## src/rtl/motion_pkg.sv

```systemverilog
// Shared widths and FSM state encoding for the motion frame scheduler.
package motion_pkg;

  localparam int unsigned PIX_W = 10;
  localparam int unsigned CNT_W = 16;
  localparam int unsigned Y_W   = 9;

  typedef enum logic [1:0] {
    ST_IDLE   = 2'd0,
    ST_SCAN   = 2'd1,
    ST_FLUSH  = 2'd2,
    ST_REPORT = 2'd3
  } state_t;

endpackage

```

## src/rtl/motion_zone_acc.sv

```systemverilog
// Per-zone motion accumulator: saturating pixel count plus min/max row of
// motion pixels, with the row centre presented combinationally.
module motion_zone_acc
  import motion_pkg::*;
(
  input  logic             clk,
  input  logic             reset,
  input  logic             clear,
  input  logic             motion,
  input  logic [Y_W-1:0]   y,
  output logic [CNT_W-1:0] count,
  output logic [Y_W-1:0]   centre_c
);

  logic [Y_W-1:0] ymin;
  logic [Y_W-1:0] ymax;
  logic [Y_W:0]   sum_c;

  // Accumulate count and row extent; clear wins over a same-cycle strobe
  always_ff @(posedge clk or posedge reset) begin
    if (reset) begin
      count <= '0;
      ymin  <= '1;
      ymax  <= '0;
    end else if (clear) begin
      count <= '0;
      ymin  <= '1;
      ymax  <= '0;
    end else if (motion) begin
      if (count != '1) begin
        count <= count + CNT_W'(1);
      end
      if (y < ymin) begin
        ymin <= y;
      end
      if (y > ymax) begin
        ymax <= y;
      end
    end
  end

  // Row centre on one extra bit so the sum never overflows; empty zone reports 0
  always_comb begin
    sum_c    = {1'b0, ymin} + {1'b0, ymax};
    centre_c = (count == '0) ? '0 : Y_W'(sum_c >> 1);
  end

endmodule

```

## src/rtl/motion_frame_scheduler.sv

```systemverilog
// Frame-differencing scheduler: reads the previous-frame pixel, thresholds
// |cur-prev|, writes the current pixel back and reports per-zone motion.
// Optional build macro: MOTION_ROI_EN adds a row window (roi_y_min/roi_y_max)
// sampled at start of frame; motion outside it is not counted.
module motion_frame_scheduler
  import motion_pkg::*;
#(
  parameter int unsigned      H_RES            = 640,
  parameter int unsigned      V_RES            = 480,
  parameter int unsigned      ADDR_W           = 19,
  parameter logic [PIX_W-1:0] MOTION_THRESHOLD = 10'd400,
  parameter logic [CNT_W-1:0] MIN_PIXELS       = 16'd64
) (
  input  logic              clk,
  input  logic              reset,
  input  logic              pix_valid,
  input  logic              pix_sof,
  input  logic [PIX_W-1:0]  pix_data,
`ifdef MOTION_ROI_EN
  input  logic [Y_W-1:0]    roi_y_min,
  input  logic [Y_W-1:0]    roi_y_max,
`endif
  output logic              fb_rd_en,
  output logic [ADDR_W-1:0] fb_rd_addr,
  input  logic [PIX_W-1:0]  fb_rd_data,
  output logic              fb_wr_en,
  output logic [ADDR_W-1:0] fb_wr_addr,
  output logic [PIX_W-1:0]  fb_wr_data,
  output logic              busy,
  output logic              frame_done,
  output logic [CNT_W-1:0]  left_count,
  output logic [CNT_W-1:0]  right_count,
  output logic [Y_W-1:0]    left_y,
  output logic [Y_W-1:0]    right_y,
  output logic              left_valid,
  output logic              right_valid
);

  localparam int unsigned X_W = (H_RES > 1) ? $clog2(H_RES) : 1;

  state_t            state;
  logic [ADDR_W-1:0] addr_cnt;
  logic [X_W-1:0]    x_cnt;
  logic [Y_W-1:0]    y_cnt;
  logic              primed;

  // Stage 0 decode
  logic              accept_c;
  logic              sof_c;
  logic              last_c;
  logic [ADDR_W-1:0] cur_addr_c;
  logic [X_W-1:0]    cur_x_c;
  logic [Y_W-1:0]    cur_y_c;
  logic              in_roi_c;

  // Stage 1 registers and decode
  logic              s1_valid;
  logic [PIX_W-1:0]  s1_pix;
  logic [ADDR_W-1:0] s1_addr;
  logic [X_W-1:0]    s1_x;
  logic [Y_W-1:0]    s1_y;
  logic              s1_roi;
  logic [PIX_W-1:0]  diff_c;
  logic              motion_c;
  logic              left_zone_c;
  logic              left_motion_c;
  logic              right_motion_c;

  logic [CNT_W-1:0]  left_acc_cnt;
  logic [CNT_W-1:0]  right_acc_cnt;
  logic [Y_W-1:0]    left_centre_c;
  logic [Y_W-1:0]    right_centre_c;

  // Accept decision and pixel coordinates; a sof pixel always restarts at pixel 0
  always_comb begin
    accept_c = 1'b0;
    if (pix_valid) begin
      if (state == ST_SCAN) begin
        accept_c = 1'b1;
      end else if (state == ST_IDLE) begin
        accept_c = pix_sof;
      end
    end
    sof_c      = accept_c & pix_sof;
    cur_addr_c = sof_c ? '0 : addr_cnt;
    cur_x_c    = sof_c ? '0 : x_cnt;
    cur_y_c    = sof_c ? '0 : y_cnt;
    last_c     = accept_c & (cur_x_c == X_W'(H_RES - 1)) & (cur_y_c == Y_W'(V_RES - 1));
  end

  assign fb_rd_en   = accept_c;
  assign fb_rd_addr = cur_addr_c;

`ifdef MOTION_ROI_EN
  logic [Y_W-1:0] roi_lo;
  logic [Y_W-1:0] roi_hi;
  logic [Y_W-1:0] roi_lo_c;
  logic [Y_W-1:0] roi_hi_c;

  // Row window is captured with the sof pixel and applies to that pixel too
  always_ff @(posedge clk or posedge reset) begin
    if (reset) begin
      roi_lo <= '0;
      roi_hi <= '0;
    end else if (sof_c) begin
      roi_lo <= roi_y_min;
      roi_hi <= roi_y_max;
    end
  end

  // Window test for the pixel being accepted
  always_comb begin
    roi_lo_c = sof_c ? roi_y_min : roi_lo;
    roi_hi_c = sof_c ? roi_y_max : roi_hi;
    in_roi_c = (cur_y_c >= roi_lo_c) & (cur_y_c <= roi_hi_c);
  end
`else
  assign in_roi_c = 1'b1;
`endif

  // Stage 1: absolute difference against the previous frame and zone steering
  always_comb begin
    diff_c         = (s1_pix >= fb_rd_data) ? (s1_pix - fb_rd_data) : (fb_rd_data - s1_pix);
    motion_c       = s1_valid & primed & s1_roi & (diff_c > MOTION_THRESHOLD);
    left_zone_c    = s1_x < X_W'(H_RES / 2);
    left_motion_c  = motion_c & left_zone_c;
    right_motion_c = motion_c & ~left_zone_c;
  end

  assign fb_wr_en   = s1_valid;
  assign fb_wr_addr = s1_addr;
  assign fb_wr_data = s1_pix;

  motion_zone_acc u_left_acc (
    .clk      (clk),
    .reset    (reset),
    .clear    (sof_c),
    .motion   (left_motion_c),
    .y        (s1_y),
    .count    (left_acc_cnt),
    .centre_c (left_centre_c)
  );

  motion_zone_acc u_right_acc (
    .clk      (clk),
    .reset    (reset),
    .clear    (sof_c),
    .motion   (right_motion_c),
    .y        (s1_y),
    .count    (right_acc_cnt),
    .centre_c (right_centre_c)
  );

  // Frame FSM, pixel counters, stage-1 pipeline register and result registers
  always_ff @(posedge clk or posedge reset) begin
    if (reset) begin
      state       <= ST_IDLE;
      addr_cnt    <= '0;
      x_cnt       <= '0;
      y_cnt       <= '0;
      primed      <= 1'b0;
      s1_valid    <= 1'b0;
      s1_pix      <= '0;
      s1_addr     <= '0;
      s1_x        <= '0;
      s1_y        <= '0;
      s1_roi      <= 1'b0;
      busy        <= 1'b0;
      frame_done  <= 1'b0;
      left_count  <= '0;
      right_count <= '0;
      left_y      <= '0;
      right_y     <= '0;
      left_valid  <= 1'b0;
      right_valid <= 1'b0;
    end else begin
      frame_done <= 1'b0;
      s1_valid   <= accept_c;
      if (accept_c) begin
        s1_pix   <= pix_data;
        s1_addr  <= cur_addr_c;
        s1_x     <= cur_x_c;
        s1_y     <= cur_y_c;
        s1_roi   <= in_roi_c;
        addr_cnt <= cur_addr_c + ADDR_W'(1);
        if (cur_x_c == X_W'(H_RES - 1)) begin
          x_cnt <= '0;
          y_cnt <= cur_y_c + Y_W'(1);
        end else begin
          x_cnt <= cur_x_c + X_W'(1);
          y_cnt <= cur_y_c;
        end
      end
      case (state)
        ST_IDLE: begin
          if (accept_c) begin
            state <= last_c ? ST_FLUSH : ST_SCAN;
            busy  <= 1'b1;
          end
        end
        ST_SCAN: begin
          if (last_c) begin
            state <= ST_FLUSH;
          end
        end
        ST_FLUSH: begin
          state <= ST_REPORT;
        end
        ST_REPORT: begin
          state       <= ST_IDLE;
          busy        <= 1'b0;
          frame_done  <= 1'b1;
          primed      <= 1'b1;
          left_count  <= left_acc_cnt;
          right_count <= right_acc_cnt;
          left_y      <= left_centre_c;
          right_y     <= right_centre_c;
          left_valid  <= left_acc_cnt >= MIN_PIXELS;
          right_valid <= right_acc_cnt >= MIN_PIXELS;
        end
        default: begin
          state <= ST_IDLE;
          busy  <= 1'b0;
        end
      endcase
    end
  end

endmodule

```

## config.mk

```make
export PLATFORM = sky130hd
export DESIGN_NAME = motion_frame_scheduler
export DESIGN_NICKNAME = d
export VERILOG_FILES = /design/src/rtl/motion_pkg.sv /design/src/rtl/motion_zone_acc.sv /design/src/rtl/motion_frame_scheduler.sv
export SDC_FILE = /design/constraint.sdc
export NUM_CORES = 1
export LEC_CHECK = 0
export ABC_AREA = 1
export CORE_UTILIZATION = 50
export DETAILED_ROUTE_END_ITERATION = 7
export GPL_ROUTABILITY_DRIVEN = 0
export GPL_TIMING_DRIVEN = 0
export PLACE_DENSITY = 0.8
export SETUP_SLACK_MARGIN = 0.4
export SLEW_MARGIN = 5
export SYNTH_ARGS = -nofsm -noshare
export SYNTH_HDL_FRONTEND = slang
export SYNTH_HIERARCHICAL = 1
export SYNTH_SLANG_ARGS = --single-unit
export TNS_END_PERCENT = 10
```

## constraint.sdc

```tcl
create_clock -name clk -period 6.82 [get_ports clk]
set_clock_uncertainty 0.15 [all_clocks]
set_input_delay 1.364 -clock clk [delete_from_list [all_inputs] [get_ports clk]]
set_output_delay 1.364 -clock clk [all_outputs]
set_load 0.02 [all_outputs]
```

==> out/qor.csv, run 1 <==
metric,value,unit
cts_tree,built,
grt_antenna_before_repair,0,
end_kind,primary output,
hold_end,s1_roi,
outcome,finished clean,
clock_path_buffers,3,
io_pins,128,
numCtsBuffers,25,
drtPass1Iterations,5,
syn-num-nets,1918,
grt_pass1_vias,11500,
r2r-end,u_right_acc/ymin[5],
tightest_slew,0.819,ns
holdPathStages,2,
synthTopCellsByArea,"dfrtp_1, nand2_1, ha_1, inv_1, nand3_1",
postCtsHoldBufs,0,
cp_top_family,buffers and inverters,
cp.required,5.31,ns
layout.cells.non_filler,2318,
fillCellCount,2286,
insertion_delay,0.55,ns
cts_root_buf,clkbuf_16,
dp_hpwl,23400,um
viasPerCell,5.17,
worstPathCellList,clkdlybuf4s50_1 > inv_2 > o21bai_4 > nand2_1 > buf_2 > inv_2 > buf_2 > buf_2 > clkdlybuf4s50_1,
startpoint,pix_sof,
hold_path.class,flop to flop,
synth_seq_cells,207,
max_slew_margin,45.4,%
cp_slowest_cell,clkdlybuf4s50_1,
ant_nets,0,
h-tree-depth,1,
maxCapViolCount,0,
grtUsageTotal,24.0,%
yosysSeqAreaShare,39.5,%
drt_iter0_drc,896,
syn_avg_cell_area,7.27,um^2
drive_gt1_share,9.03,%
pwr_density_cell,344,nW/um^2
cts_setup_buffers,0,
rsz0062_at_grt,false,
die_x,164,um
synth_common_cells,"nand2_1, inv_1, dfrtp_1",
area_growth,20.1,%
stdcell_area,15800,um^2
rows,59,
min_period_over_period,78.4,%
place.port_buffers,127,
reg2reg_from,fb_wr_data[4],
grt_overflow,0,
drc,0,
setup_tns,0,ns
path_common_cell,buf_2,
die_h,164,um
place_inst,2272,
synth_cell_types,45,
grt_pass1_wl,53200,um
wl,31900,um
path_class,input pin to primary output,
yosysWarnings,6,
die-area,27000,um^2
r2r.worst_path.cells,19,
synth.most_common_cell,nand2_1,
grt_max_degree,92,
hold_path.startpoint,s1_roi,
synth_edf_count,0,
critPathBufInv,7,
setup_violations,0,
start_kind,input pin,
cts_resized,0,
max_freq,0.187,GHz
syn_inst,1809,
syn_area,13200,um^2
synth_ff_type,dfrtp_1,
cp.arrival,3.83,ns
core_area,25900,um^2
power,5440,uW
synthArstFlopShare,100,%
final_nets,2073,
crit_path_max_incr_delay,0.65,ns
netlist.area_leader.share,35.9,%
num_vias,11995,
p_leak,0.00822,uW
initial_utilization,50.8,%
place_area,14900,um^2
cts_sinks,207,
reg2reg_slack,3.42,ns
drv_slew,0,
crit_path_max_fanout,11,
period_needed,5.34,ns
clkTransAtPathRegs,0.05,ns
ir_worst_vdd,0.212,mV
synth_top_cell_by_area,dfrtp_1,
antennaDiodeCount,0,
hold_viol,0,
wl_per_cell,13.8,um
where the power goes:
part,switching (uW),total (uW),leakage [uW],internal [uW]
Clock,532,1460,0.000452,925
Sequential,228,1720,0.00275,1490
Combinational,1410,2260,0.00503,849
Total,2180,5440,0.00822,3270
through the flow:
step	setup WS, ns	util [%]	hold WS, ns
3_5_place_dp	1.50	57.4	0.293
2_1_floorplan	1.58	-	0.273
4_1_cts	1.47	61.0	0.305
3_3_place_gp	-0.461	57.3	0.286
6_report	1.48	61.0	0.302
5_1_grt	1.37	61.0	0.320
per-layer routing:
metal  routed length, um  GRT usage (%)  vias up  part of all wire [%]
met5                   0              0        -                     0
met2               15100           41.1      358                    47
met3                1960           3.76       63                   6.1
li1                    -              -     6026                     -
met1               14100           30.6     5548                    44
met4                 748           8.50        0                   2.3
flip-flops by register name, summed over array words and instances, names as in the netlist, 2 cells and up:
signal and cells:
addr_cnt 19, fb_wr_addr 19, fb_wr_data 10, left_count 16, left_y 9, right_count 16, right_y 9, s1_x 4
s1_y 9, state 2, u_left_acc/count 16, u_left_acc/ymax 9, u_left_acc/ymin 9, u_right_acc/count 16, u_right_acc/ymax 9, u_right_acc/ymin 9
x_cnt 10, y_cnt 9
kinds of logic (layout without fill, tap and decap cells):
family / after synthesis / count (layout) / synth area share, %
buffers and inverters: 285 / 459 / 8.74
XOR/XNOR: 40 / 40 / 2.66
adder cells (fa/ha/maj): 85 / 85 / 8.31
flip-flops: 207 / 207 / 39.5
AO/OA/AOI/OAI: 151 / 151 / 6.67
AND/OR/NAND/NOR: 1041 / 1041 / 34.1
cells in the final DEF, fill, tap and decap left out, drive strengths merged:
| cell | netlist | final |
|---|---|---|
| a21o | 5 | 5 |
| a21oi | 44 | 44 |
| a2bb2oi | 1 | 1 |
| a31oi | 1 | 1 |
| a41oi | 1 | 1 |
| and2 | 2 | 2 |
| and3 | 2 | 2 |
| buf | 19 | 20 |
| bufinv | 0 | 4 |
| clkbuf | 27 | 65 |
| clkdlybuf4s50 | 0 | 127 |
| clkinv | 1 | 3 |
| clkinvlp | 0 | 1 |
| dfrtp | 189 | 189 |
| dfstp | 18 | 18 |
| fa | 4 | 4 |
| ha | 81 | 81 |
| inv | 238 | 239 |
| nand2 | 664 | 664 |
| nand3 | 133 | 133 |
| nand3b | 7 | 7 |
| nand4 | 48 | 48 |
| nor2 | 143 | 143 |
| nor3 | 18 | 18 |
| nor4 | 3 | 3 |
| o21ai | 91 | 91 |
| o21bai | 6 | 6 |
| o22ai | 2 | 2 |
| or2 | 21 | 21 |
| xnor2 | 4 | 4 |
| xor2 | 36 | 36 |
worst max path at each step:
stage | slack, ns | endpoint | depth (start not counted)
after global routing | 1.37 | fb_rd_en | 9
final | 1.48 | fb_rd_en | 9
after floorplan | 1.58 | addr_cnt[0] | 1
after CTS | 1.47 | fb_rd_en | 9
after global placement | -0.46 | fb_wr_addr[12] | 2
after detailed placement | 1.50 | fb_rd_en | 9
final cells by class:
class	count	area (um^2)	share of cell area, %
Sequential cell	207	5200	32.9
Inverter	239	902	5.71
Buffer	46	253	1.60
Clock inverter	8	158	0.998
Tap cell	335	419	2.65
Multi-Input combinational cell	1317	6810	43.1
Clock buffer	38	764	4.84
Timing Repair Buffer	128	1300	8.22
tightest hold or removal path: stages (launching register included):
cell and delay (ns):
dfrtp_1 0.32, inv_1 0.04, nand2_1 0.06
(Power assumes the default switching activity.)
==> run 2: changes to the inputs <==
==> constraint.sdc (replaced) <==
create_clock -name clk -period 4.99 [get_ports clk]
set_clock_uncertainty 0.15 [all_clocks]
set_input_delay 0.998 -clock clk [delete_from_list [all_inputs] [get_ports clk]]
set_output_delay 0.998 -clock clk [all_outputs]
set_load 0.02 [all_outputs]
==> run 2 against run 1 <==
Non-clock buffer count grew 2. Clock power rose by 17%. Combinational power is 38% higher. Sequential power increased by 37%. Global-route usage grew 0.40 points. Largest power group unchanged.
==> out/qor.csv, run 2 (synthesis results as in run 1) <==
metric,value,unit,change
crit_path_max_incr_delay,0.63,ns,-0.02 ns
postCtsHoldBufs,0,,unchanged
initial_utilization,50.8,%,unchanged
clock_path_buffers,3,,unchanged
viasPerCell,5.27,,+1.9%
max_slew_margin,45.9,%,+0.47 points
ant_nets,0,,unchanged
final_cell_mix,"nand2_1, inv_1, dfrtp_1, nor2_1, clkdlybuf4s50_1",,
die-area,27000,um^2,unchanged
grt_pass1_wl,53900,um,+1.4%
cts_root_buf,clkbuf_16,,
drive_gt1_share,8.94,%,-0.087 points
num_vias,12206,,+1.8%
cts_sinks,207,,unchanged
power,7170,uW,+32%
final_common_cell,nand2_1,,
cts_setup_buffers,0,,unchanged
grt_overflow,0,,unchanged
cp.arrival,3.32,ns,-0.51 ns
max_freq,0.224,GHz,
cp_slowest_cell,clkdlybuf4s50_1,,
grtUsageTotal,24.4,%,+0.40 points
reg2reg_slack,1.58,ns,-1.84 ns
final_nets,2073,,unchanged
wl_per_cell,13.9,um,+1.2%
drv_slew,0,,unchanged
worstPathCellList,clkdlybuf4s50_1 > inv_2 > o21bai_4 > nand2_1 > buf_2 > inv_2 > clkbuf_4 > buf_4 > clkdlybuf4s50_1,,
min_period_over_period,89.6,%,
layout.cells.non_filler,2315,,-0.13%
dp_hpwl,23800,um,+1.4%
cp.required,3.84,ns,-1.47 ns
outcome,finished clean,,
grt_max_degree,40,,-57%
io_pins,128,,unchanged
grt_antenna_before_repair,0,,unchanged
rsz0062_at_grt,false,,
core_area,25900,um^2,unchanged
p_leak,0.00815,uW,-0.96%
ir_worst_vdd,0.362,mV,+71%
crit_path_max_fanout,11,,unchanged
end_kind,primary output,,
grt_pass1_vias,11699,,+1.7%
clkTransAtPathRegs,0.06,ns,about the same
maxCapViolCount,0,,unchanged
drt_iter0_drc,1008,,+13%
rows,59,,unchanged
setup_tns,0,ns,unchanged
area_growth,19.1,%,
path_class,input pin to primary output,,
place_inst,2274,,+0.088%
drtPass1Iterations,5,,unchanged
wl,32300,um,+1.0%
drc,0,,unchanged
fillCellCount,2282,,-0.17%
antennaDiodeCount,0,,unchanged
place_area,14900,um^2,+0.21%
hold_path.class,flop to flop,,
place.port_buffers,127,,unchanged
stdcell_area,15700,um^2,-0.82%
die_x,164,um,unchanged
insertion_delay,0.54,ns,about the same
cp_top_family,buffers and inverters,,
start_kind,input pin,,
period_needed,4.47,ns,
tightest_slew,0.812,ns,-0.00698 ns
hold_viol,0,,unchanged
critPathBufInv,7,,unchanged
pwr_density_cell,457,nW/um^2,+33%
setup_violations,0,,unchanged
numCtsBuffers,23,,-8.0%
die_h,164,um,unchanged
h-tree-depth,1,,unchanged
cts_tree,built,,
==> run 2: cell count changes in the layout (fill, tap and decap cells not counted), moves of 2 or more <==
cell and delta:
buf_12 +3, buf_2 -2, clkbuf_8 -8, clkinvlp_4 +4
bufinv_16 -2, clkinv_2 +2, clkbuf_16 -2
==> run 2: worst reg2reg max path: cells and delay by family, from the launching register on <==
kind,cells,cell delay (ns)
AO/OA/AOI/OAI,2,0.37
adder cells (fa/ha/maj),1,0.27
buffers and inverters,3,0.42
flip-flops,1,0.40
AND/OR/NAND/NOR,13,1.74
==> run 2: path summary, 6_finish.rpt <==
path / start / endpoint / cells past startpoint
worst min register to register: s1_roi / s1_roi / 2
worst max-delay path: pix_sof / fb_rd_en / 9
worst max register to register: fb_wr_data[4] / u_right_acc/ymin[4] / 19
min in group asynchronous: reset / right_y[6] / 2
max in group asynchronous: reset / fb_wr_addr[4] / 4
worst min-delay path: s1_roi / s1_roi / 2
==> run 2: report_power, final <==
part           switching [uW]  internal (uW)  total, uW
registers                 304           2040       2350
logic                    1950           1170       3110
clock network             730            980       1710
==> run 2: area by class of cell <==
cell class / instances / area [um^2] / area share [%]
inverter: 239 / 901 / 5.75
clock buffer: 27 / 601 / 3.83
timing repair buffer: 130 / 1330 / 8.49
sequential: 207 / 5200 / 33.2
tap: 335 / 419 / 2.67
buffer: 46 / 258 / 1.64
clock inverter: 14 / 156 / 0.998
multi-input combinational: 1317 / 6810 / 43.4
==> run 2: timing repair <==
| action | 4_1_cts | 5_1_grt |
|---|---|---|
| endpoints found under the setup margin | 1 | 1 |
| gates resized for setup | 1 | 1 |
| pin swaps | 0 | 0 |
==> run 2: routing by layer <==
metal  part of all wire (%)  global-route usage (%)
met1                     44                    31.1
met2                     47                    42.0
met3                    6.3                    3.38
met4                    3.1                    9.01
met5                      0                       0
==> run 2: metrics by stage <==
stage	setup WS (ns)	util [%]	hold WS [ns]
after floorplan	1.53	-	0.273
after global placement	0.403	57.3	0.285
after detailed placement	0.406	57.6	0.301
after CTS	0.471	60.5	0.317
after global routing	0.422	60.5	0.327
final	0.518	60.5	0.314
